<file path="src/rtl/fifo_ptr_ctrl_pkg.sv">
// Shared types, defaults and gray helper for the FIFO pointer controller.
package fifo_pkg;

   localparam int unsigned FIFO_NUM_BITS = 4;
   localparam int unsigned FIFO_AF_LEVEL = 14;
   localparam int unsigned FIFO_AE_LEVEL = 2;

   typedef struct packed {
      logic full;
      logic empty;
      logic almost_full;
      logic almost_empty;
   } fifo_flags_t;

   localparam fifo_flags_t FIFO_FLAGS_RST = '{
      full:         1'b0,
      empty:        1'b1,
      almost_full:  1'b0,
      almost_empty: 1'b1
   };

   function automatic logic [31:0] bin2gray(input logic [31:0] bin);
      return bin ^ (bin >> 1);
   endfunction

endpackage

</file>
<file path="src/rtl/fifo_ptr_ctrl_if.sv">
// Producer/consumer/RAM-side signal bundle of fifo_ptr_ctrl.
// FIFO_PTR_CTRL_ERR_EN adds sticky overflow/underflow.
interface fifo_ptr_ctrl_if #(
   parameter int unsigned NUM_BITS = fifo_pkg::FIFO_NUM_BITS
);

   logic                wr_req;
   logic                rd_req;
   logic                mem_we;
   logic [NUM_BITS-1:0] mem_waddr;
   logic                mem_re;
   logic [NUM_BITS-1:0] mem_raddr;
   logic                rd_valid;
   logic                full;
   logic                empty;
   logic                almost_full;
   logic                almost_empty;
   logic [NUM_BITS:0]   count;
   logic [NUM_BITS:0]   wr_gray;
   logic [NUM_BITS:0]   rd_gray;
`ifdef FIFO_PTR_CTRL_ERR_EN
   logic                overflow;
   logic                underflow;

   modport master (
      output wr_req, rd_req,
      input  mem_we, mem_waddr, mem_re, mem_raddr, rd_valid, full, empty,
             almost_full, almost_empty, count, wr_gray, rd_gray, overflow, underflow
   );

   modport slave (
      input  wr_req, rd_req,
      output mem_we, mem_waddr, mem_re, mem_raddr, rd_valid, full, empty,
             almost_full, almost_empty, count, wr_gray, rd_gray, overflow, underflow
   );
`else
   modport master (
      output wr_req, rd_req,
      input  mem_we, mem_waddr, mem_re, mem_raddr, rd_valid, full, empty,
             almost_full, almost_empty, count, wr_gray, rd_gray
   );

   modport slave (
      input  wr_req, rd_req,
      output mem_we, mem_waddr, mem_re, mem_raddr, rd_valid, full, empty,
             almost_full, almost_empty, count, wr_gray, rd_gray
   );
`endif

endinterface

</file>
<file path="src/rtl/fifo_ptr_ctrl_ptr.sv">
// NUM_BITS+1 binary pointer with gray shadow; exposes next-state and registered values.
module fifo_ptr
   import fifo_pkg::*;
#(
   parameter int unsigned NUM_BITS = FIFO_NUM_BITS
) (
   input  logic              clk,
   input  logic              rst,
   input  logic              inc,
   output logic [NUM_BITS:0] bin_next,
   output logic [NUM_BITS:0] gray_next,
   output logic [NUM_BITS:0] bin,
   output logic [NUM_BITS:0] gray
);

   localparam int unsigned PtrW = NUM_BITS + 1;

   logic [NUM_BITS:0] bin_d, bin_q;
   logic [NUM_BITS:0] gray_d, gray_q;

   // Gray is derived from next-state binary so both registers stay coherent.
   always_comb begin
      bin_d = bin_q;
      if (inc) begin
         bin_d = bin_q + 1'b1;
      end
      gray_d = PtrW'(bin2gray(32'(bin_d)));
   end

   always_ff @(posedge clk) begin
      if (rst) begin
         bin_q  <= '0;
         gray_q <= '0;
      end else begin
         bin_q  <= bin_d;
         gray_q <= gray_d;
      end
   end

   assign bin_next  = bin_d;
   assign gray_next = gray_d;
   assign bin       = bin_q;
   assign gray      = gray_q;

endmodule

</file>
<file path="src/rtl/fifo_ptr_ctrl.sv">
// Single-clock FIFO pointer/flag controller for a sync-read dual-port buffer RAM.
// FIFO_PTR_CTRL_ERR_EN adds sticky overflow/underflow outputs.
module fifo_ptr_ctrl
   import fifo_pkg::*;
#(
   parameter int unsigned NUM_BITS = FIFO_NUM_BITS,
   parameter int unsigned AF_LEVEL = FIFO_AF_LEVEL,
   parameter int unsigned AE_LEVEL = FIFO_AE_LEVEL
) (
   input  logic           clk,
   input  logic           rst,
   fifo_ptr_ctrl_if.slave bus
);

   localparam int unsigned       PtrW  = NUM_BITS + 1;
   localparam logic [NUM_BITS:0] AfLvl = PtrW'(AF_LEVEL);
   localparam logic [NUM_BITS:0] AeLvl = PtrW'(AE_LEVEL);

   logic              wr_inc, rd_inc;
   logic [NUM_BITS:0] wr_bin_next, wr_gray_next, wr_bin, wr_gray;
   logic [NUM_BITS:0] rd_bin_next, rd_gray_next, rd_bin, rd_gray;
   logic [NUM_BITS:0] count_d, count_q;
   fifo_flags_t       flags_d, flags_q;
   logic              rd_valid_d, rd_valid_q;
   logic              unused_ptr_msb;

   // Acceptance uses registered flags only: no bypass when full or empty.
   assign wr_inc = bus.wr_req & ~flags_q.full;
   assign rd_inc = bus.rd_req & ~flags_q.empty;

   fifo_ptr #(
      .NUM_BITS (NUM_BITS)
   ) u_wr_ptr (
      .clk       (clk),
      .rst       (rst),
      .inc       (wr_inc),
      .bin_next  (wr_bin_next),
      .gray_next (wr_gray_next),
      .bin       (wr_bin),
      .gray      (wr_gray)
   );

   fifo_ptr #(
      .NUM_BITS (NUM_BITS)
   ) u_rd_ptr (
      .clk       (clk),
      .rst       (rst),
      .inc       (rd_inc),
      .bin_next  (rd_bin_next),
      .gray_next (rd_gray_next),
      .bin       (rd_bin),
      .gray      (rd_gray)
   );

   always_comb begin
      count_d              = wr_bin_next - rd_bin_next;
      flags_d.empty        = (wr_gray_next == rd_gray_next);
      // Full in gray: top two bits inverted, remainder equal.
      flags_d.full         = (wr_gray_next == {~rd_gray_next[NUM_BITS -: 2],
                                               rd_gray_next[NUM_BITS-2:0]});
      flags_d.almost_full  = (count_d >= AfLvl);
      flags_d.almost_empty = (count_d <= AeLvl);
      rd_valid_d           = rd_inc;
   end

   always_ff @(posedge clk) begin
      if (rst) begin
         count_q    <= '0;
         flags_q    <= FIFO_FLAGS_RST;
         rd_valid_q <= 1'b0;
      end else begin
         count_q    <= count_d;
         flags_q    <= flags_d;
         rd_valid_q <= rd_valid_d;
      end
   end

`ifdef FIFO_PTR_CTRL_ERR_EN
   logic ovf_d, ovf_q;
   logic udf_d, udf_q;

   always_comb begin
      ovf_d = ovf_q | (bus.wr_req & flags_q.full);
      udf_d = udf_q | (bus.rd_req & flags_q.empty);
   end

   always_ff @(posedge clk) begin
      if (rst) begin
         ovf_q <= 1'b0;
         udf_q <= 1'b0;
      end else begin
         ovf_q <= ovf_d;
         udf_q <= udf_d;
      end
   end

   assign bus.overflow  = ovf_q;
   assign bus.underflow = udf_q;
`endif

   assign bus.mem_we       = wr_inc;
   assign bus.mem_waddr    = wr_bin[NUM_BITS-1:0];
   assign bus.mem_re       = rd_inc;
   assign bus.mem_raddr    = rd_bin[NUM_BITS-1:0];
   assign bus.rd_valid     = rd_valid_q;
   assign bus.full         = flags_q.full;
   assign bus.empty        = flags_q.empty;
   assign bus.almost_full  = flags_q.almost_full;
   assign bus.almost_empty = flags_q.almost_empty;
   assign bus.count        = count_q;
   assign bus.wr_gray      = wr_gray;
   assign bus.rd_gray      = rd_gray;

   // Pointer wrap bits only matter through the gray/count paths.
   assign unused_ptr_msb = wr_bin[NUM_BITS] ^ rd_bin[NUM_BITS];

endmodule

</file>
<file path="src/flat_wrapper.sv">
// flat-port wrapper written by rule: the top's interface ports become plain ports
module fifo_ptr_ctrl_flat import fifo_pkg::*;
#(
   parameter int unsigned NUM_BITS = FIFO_NUM_BITS,
   parameter int unsigned AF_LEVEL = FIFO_AF_LEVEL,
   parameter int unsigned AE_LEVEL = FIFO_AE_LEVEL
)
  (clk, rst, bus_wr_req, bus_rd_req, bus_mem_we, bus_mem_waddr, bus_mem_re, bus_mem_raddr, bus_rd_valid, bus_full, bus_empty, bus_almost_full, bus_almost_empty, bus_count, bus_wr_gray, bus_rd_gray);
  fifo_ptr_ctrl_if #(.NUM_BITS(NUM_BITS)) bus_i ();
  input  logic clk;
  input  logic rst;
  input wire logic [$bits(bus_i.wr_req)-1:0] bus_wr_req;
  input wire logic [$bits(bus_i.rd_req)-1:0] bus_rd_req;
  output wire logic [$bits(bus_i.mem_we)-1:0] bus_mem_we;
  output wire logic [$bits(bus_i.mem_waddr)-1:0] bus_mem_waddr;
  output wire logic [$bits(bus_i.mem_re)-1:0] bus_mem_re;
  output wire logic [$bits(bus_i.mem_raddr)-1:0] bus_mem_raddr;
  output wire logic [$bits(bus_i.rd_valid)-1:0] bus_rd_valid;
  output wire logic [$bits(bus_i.full)-1:0] bus_full;
  output wire logic [$bits(bus_i.empty)-1:0] bus_empty;
  output wire logic [$bits(bus_i.almost_full)-1:0] bus_almost_full;
  output wire logic [$bits(bus_i.almost_empty)-1:0] bus_almost_empty;
  output wire logic [$bits(bus_i.count)-1:0] bus_count;
  output wire logic [$bits(bus_i.wr_gray)-1:0] bus_wr_gray;
  output wire logic [$bits(bus_i.rd_gray)-1:0] bus_rd_gray;
  assign bus_i.wr_req = bus_wr_req;
  assign bus_i.rd_req = bus_rd_req;
  assign bus_mem_we = bus_i.mem_we;
  assign bus_mem_waddr = bus_i.mem_waddr;
  assign bus_mem_re = bus_i.mem_re;
  assign bus_mem_raddr = bus_i.mem_raddr;
  assign bus_rd_valid = bus_i.rd_valid;
  assign bus_full = bus_i.full;
  assign bus_empty = bus_i.empty;
  assign bus_almost_full = bus_i.almost_full;
  assign bus_almost_empty = bus_i.almost_empty;
  assign bus_count = bus_i.count;
  assign bus_wr_gray = bus_i.wr_gray;
  assign bus_rd_gray = bus_i.rd_gray;
  fifo_ptr_ctrl #(.NUM_BITS(NUM_BITS), .AF_LEVEL(AF_LEVEL), .AE_LEVEL(AE_LEVEL)) u_core (.clk(clk), .rst(rst), .bus(bus_i));
endmodule
</file>
<file path="config.mk">
export PLATFORM = sky130hd
export DESIGN_NAME = fifo_ptr_ctrl_flat
export DESIGN_NICKNAME = d
export VERILOG_FILES = /design/src/rtl/fifo_ptr_ctrl_pkg.sv /design/src/rtl/fifo_ptr_ctrl_if.sv /design/src/rtl/fifo_ptr_ctrl_ptr.sv /design/src/rtl/fifo_ptr_ctrl.sv /design/src/flat_wrapper.sv
export SDC_FILE = /design/constraint.sdc
export NUM_CORES = 1
export LEC_CHECK = 0
export ABC_AREA = 1
export BUFFER_PORTS_ARGS = -buffer_cell sky130_fd_sc_hd__buf_2
export CELL_PAD_IN_SITES_DETAIL_PLACEMENT = 2
export CELL_PAD_IN_SITES_GLOBAL_PLACEMENT = 2
export CORE_MARGIN = 4
export CORE_UTILIZATION = 28
export CTS_CLUSTER_DIAMETER = 200
export DETAILED_ROUTE_END_ITERATION = 6
export PLACE_DENSITY = 0.79
export SLEW_MARGIN = 10
export SYNTH_ARGS = -nofsm -noshare
export SYNTH_HDL_FRONTEND = slang
export SYNTH_SLANG_ARGS = --single-unit
</file>
<file path="constraint.sdc">
create_clock -name clk -period 2.5 [get_ports clk]
set_input_delay 0.125 -clock clk [delete_from_list [all_inputs] [get_ports clk]]
set_output_delay 0.125 -clock clk [all_outputs]
set_load 0.05 [all_outputs]
</file>
==> run_results.csv <==
group,metric,value,unit
critical_path,startpoint,"u_core.bus.empty$_SDFF_PP1_",
die,coreArea,5473,um^2
grt,grt_pass1_wl,8500,um
die,dieWidth,83.04,um
yosys,async_flop_share,0,%
power,comb_power_share,39.8,%
cells_and_area,nNetsFinal,296,
sta,rsz0062_at_grt,"no",
yosys,synth_nets,259,
sta,finalSetupTns,0,ns
cts,cts-root-buf,"clkbuf_8",
yosys,postSynthCellCount,250,
yosys,yosys.area_share.adder,4.444,%
die,std_cell_rows,27,
power,leakagePower,0.001034,uW
yosys,synth_warnings,0,
cts,ctsResizeCount,0,
sta,final-max-slew-violation-count,0,
yosys,synth_top_family_by_area,"simple AND/OR/NAND/NOR gates",
grt,grt_usage,14.86,%
critical_path,ff2ff_setup_slack,0.20,ns
routing,wirelength_met1,2252,um
cts,cts_tree,"done",
routing,wire_per_inst,14.03,um
cts,clk_pin_slew,0.10,ns
yosys,syn_area,1577,um^2
power,total_power,1508,uW
power,power.switching,643.0,uW
place,place_congestion,0.7461,
critical_path,worstPathMaxFanout,7,
routing,viasPerCell,4.763,
die,dieArea,6895,um^2
critical_path,required,2.68,ns
cts,hold_buffers,0,
grt,grt_overflow_total,0,
hold_path,hold_class,"input pin to flop",
sta,max_clock_freq,434.4,MHz
critical_path,critPathKind,"flop to flop",
yosys,synth_flop_cell,"dfxtp_1",
power,p_per_area,792.3,nW/um^2
routing,vias,1705,
yosys,synth_xor_area_share,0,%
sta,period_needed,2.302,ns
sta,finalSetupViolations,0,
cts,htreeDepth,1,
routing,dr_wl_met2,2623,um
place,place_hpwl,3900,um
sta,tightest_slew,0.4970,ns
power,ir_drop,0.0002820,V
power,pwr-share-clk,24.8,%
critical_path,crit_path_start_kind,"flop",
cells_and_area,fin_util,34.77,%
yosys,syn_avg_cell_area,6.306,um^2
routing,ant_nets,0,
cells_and_area,syn_to_final_growth,20.71,%
cts,cts_sinks,28,
yosys,synth_edf_count,0,
routing,wl_met3,94,um
cells_and_area,diodes,0,
yosys,muxShareOfSynthArea,0,%
critical_path,crit-reg2reg-launch,"u_core.bus.empty$_SDFF_PP1_",
sta,timing.final.hold_violations,0,
yosys,synth_compound_area_share,3.571,%
routing,highest_layer,"met4",
sta,max_slew_margin,66.87,%
status,status,"finished, final reports clean",
cts,cts-buffers-inserted,3,
cells_and_area,drive_above_1_share,21.68,%
die,die_h,83.04,um
power,swShare,42.65,%
sta,skew,0.005247,ns
cts,cts_setup_buffers,0,
yosys,yosys.area_share.simple,50.00,%
critical_path,end_kind,"flop",
die,start_util,28.81,%
grt,grt_pass1_vias,1777,
cts,cts_buffer_depth,2,
critical_path,arrival,2.48,ns
routing,drt_drc_violations_left,0,
yosys,yosysSeqAreaShare,35.56,%
routing,wl,5024,um
yosys,synth_seq_cells,28,
cts,clkLatencyLatePin,0.28,ns
routing,dr.pass1.iters,4,
grt,antenna_found_initial,0,
yosys,synth.distinct_cells,23,
cells_and_area,fill_cells,708,
run,cap_viol_max_count,0,
hold_path,min_from,"bus_rd_req",
grt,grt_start_max_net_pins,25,
power,p_int,864.8,uW
place,port_buffers,33,
die,ios,34,
power,seqPwrFrac,35.4,%
sta,period_share,92.09,%
routing,drt_iter0_drc,42,
[synthesized netlist by cell type (2+ instances only)]
master,instances,share of area (%)
o21ai_2,3,1.7
inv_1,23,5.5
o21ai_1,2,0.63
nand3_1,15,4.8
nor2_4,2,1.4
nand2_2,9,3.6
nand3_2,3,1.9
nor2_1,29,6.9
nor2_2,2,0.79
nand2_1,114,27
clkbuf_1,2,0.48
ha_1,4,3.2
dfxtp_1,28,36
nand4_1,2,0.79
a21oi_1,3,0.95
inv_2,2,0.48
[cells by family (layout without fill, tap and decap cells)]
logic type	count (synthesis)	in the layout
AO/OA/AOI/OAI	9	9
adder cells (fa/ha/maj)	5	5
buffers and inverters	27	63
flip-flops	28	28
AND/OR/NAND/NOR	181	181
[power by group through the flow]
stage / Clock (uW) / Sequential (uW) / Combinational, uW
after floorplan: 0 / 738 / 259
after global placement: 0 / 543 / 588
after detailed placement: 0 / 546 / 600
after CTS: 380 / 536 / 609
after global routing: 403 / 544 / 661
final: 374 / 534 / 600
[per-layer routing]
metal	track usage, %	up-vias
li1	-	840
met1	17.42	841
met2	28.50	19
met3	1.587	5
met5	0	-
met4	3.566	0
[layout by cell type (no fill, tap or decap), drive strengths merged]
cell type  synthesis  layout
a21oi              3       3
and3               1       1
buf                0      34
bufinv             0       1
clkbuf             2       3
dfxtp             28      28
fa                 1       1
ha                 4       4
inv               25      25
nand2            124     124
nand3             18      18
nand3b             1       1
nand4              2       2
nor2              33      33
nor2b              1       1
nor3               1       1
o21ai              6       6
[critical path, stage by stage, from the launching register on]
cell	delay, ns
dfxtp_1	0.43
inv_2	0.08
nand2_2	0.15
nand2_1	0.07
nand2_1	0.17
inv_1	0.10
ha_1	0.22
fa_1	0.38
nand3b_2	0.25
nand3_2	0.10
nand2_1	0.06
nand2_1	0.11
nand3_1	0.09
[path summary, 6_finish.rpt]
path,end,cells past startpoint
hold / removal,u_core.bus.rd_valid$_SDFF_PP0_,3
hold reg to reg,u_core.u_wr_ptr.bin[4]$_SDFF_PP0_,3
setup reg to reg,u_core.bus.almost_full$_SDFF_PP0_,12
setup / recovery,u_core.bus.almost_full$_SDFF_PP0_,12
[layout make-up]
class,count,area (um^2),share of cell area [%]
timing repair buffer,34,172.7,9.073
sequential,28,560.5,29.45
clock inverter,1,30.03,1.578
clock buffer,3,41.29,2.170
multi-input combinational,195,914.6,48.06
tap,72,90.09,4.734
inverter,25,93.84,4.931
[state kept, by name (all words and copies together), names as in the netlist]
signal and count:
u_core.bus.empty 1, u_core.bus.full 1, u_core.bus.almost_full 1, u_core.u_wr_ptr.bin 5, u_core.u_rd_ptr.gray 4, u_core.bus.almost_empty 1, u_core.bus.count 5, u_core.bus.rd_valid 1
u_core.u_rd_ptr.bin 5, u_core.u_wr_ptr.gray 4
[stage by stage]
stage	hold slack, ns	area, um^2	instances	setup WS (ns)
after global routing	0.2597	1903	358	0.008049
after CTS	0.2144	1903	358	0.2231
after global placement	0.5021	1832	354	0.3992
final	0.2197	1903	358	0.1977
after detailed placement	0.5131	1832	354	0.2573
after floorplan	0.1993	1577	250	0.1826
(Power assumes the default switching activity.)
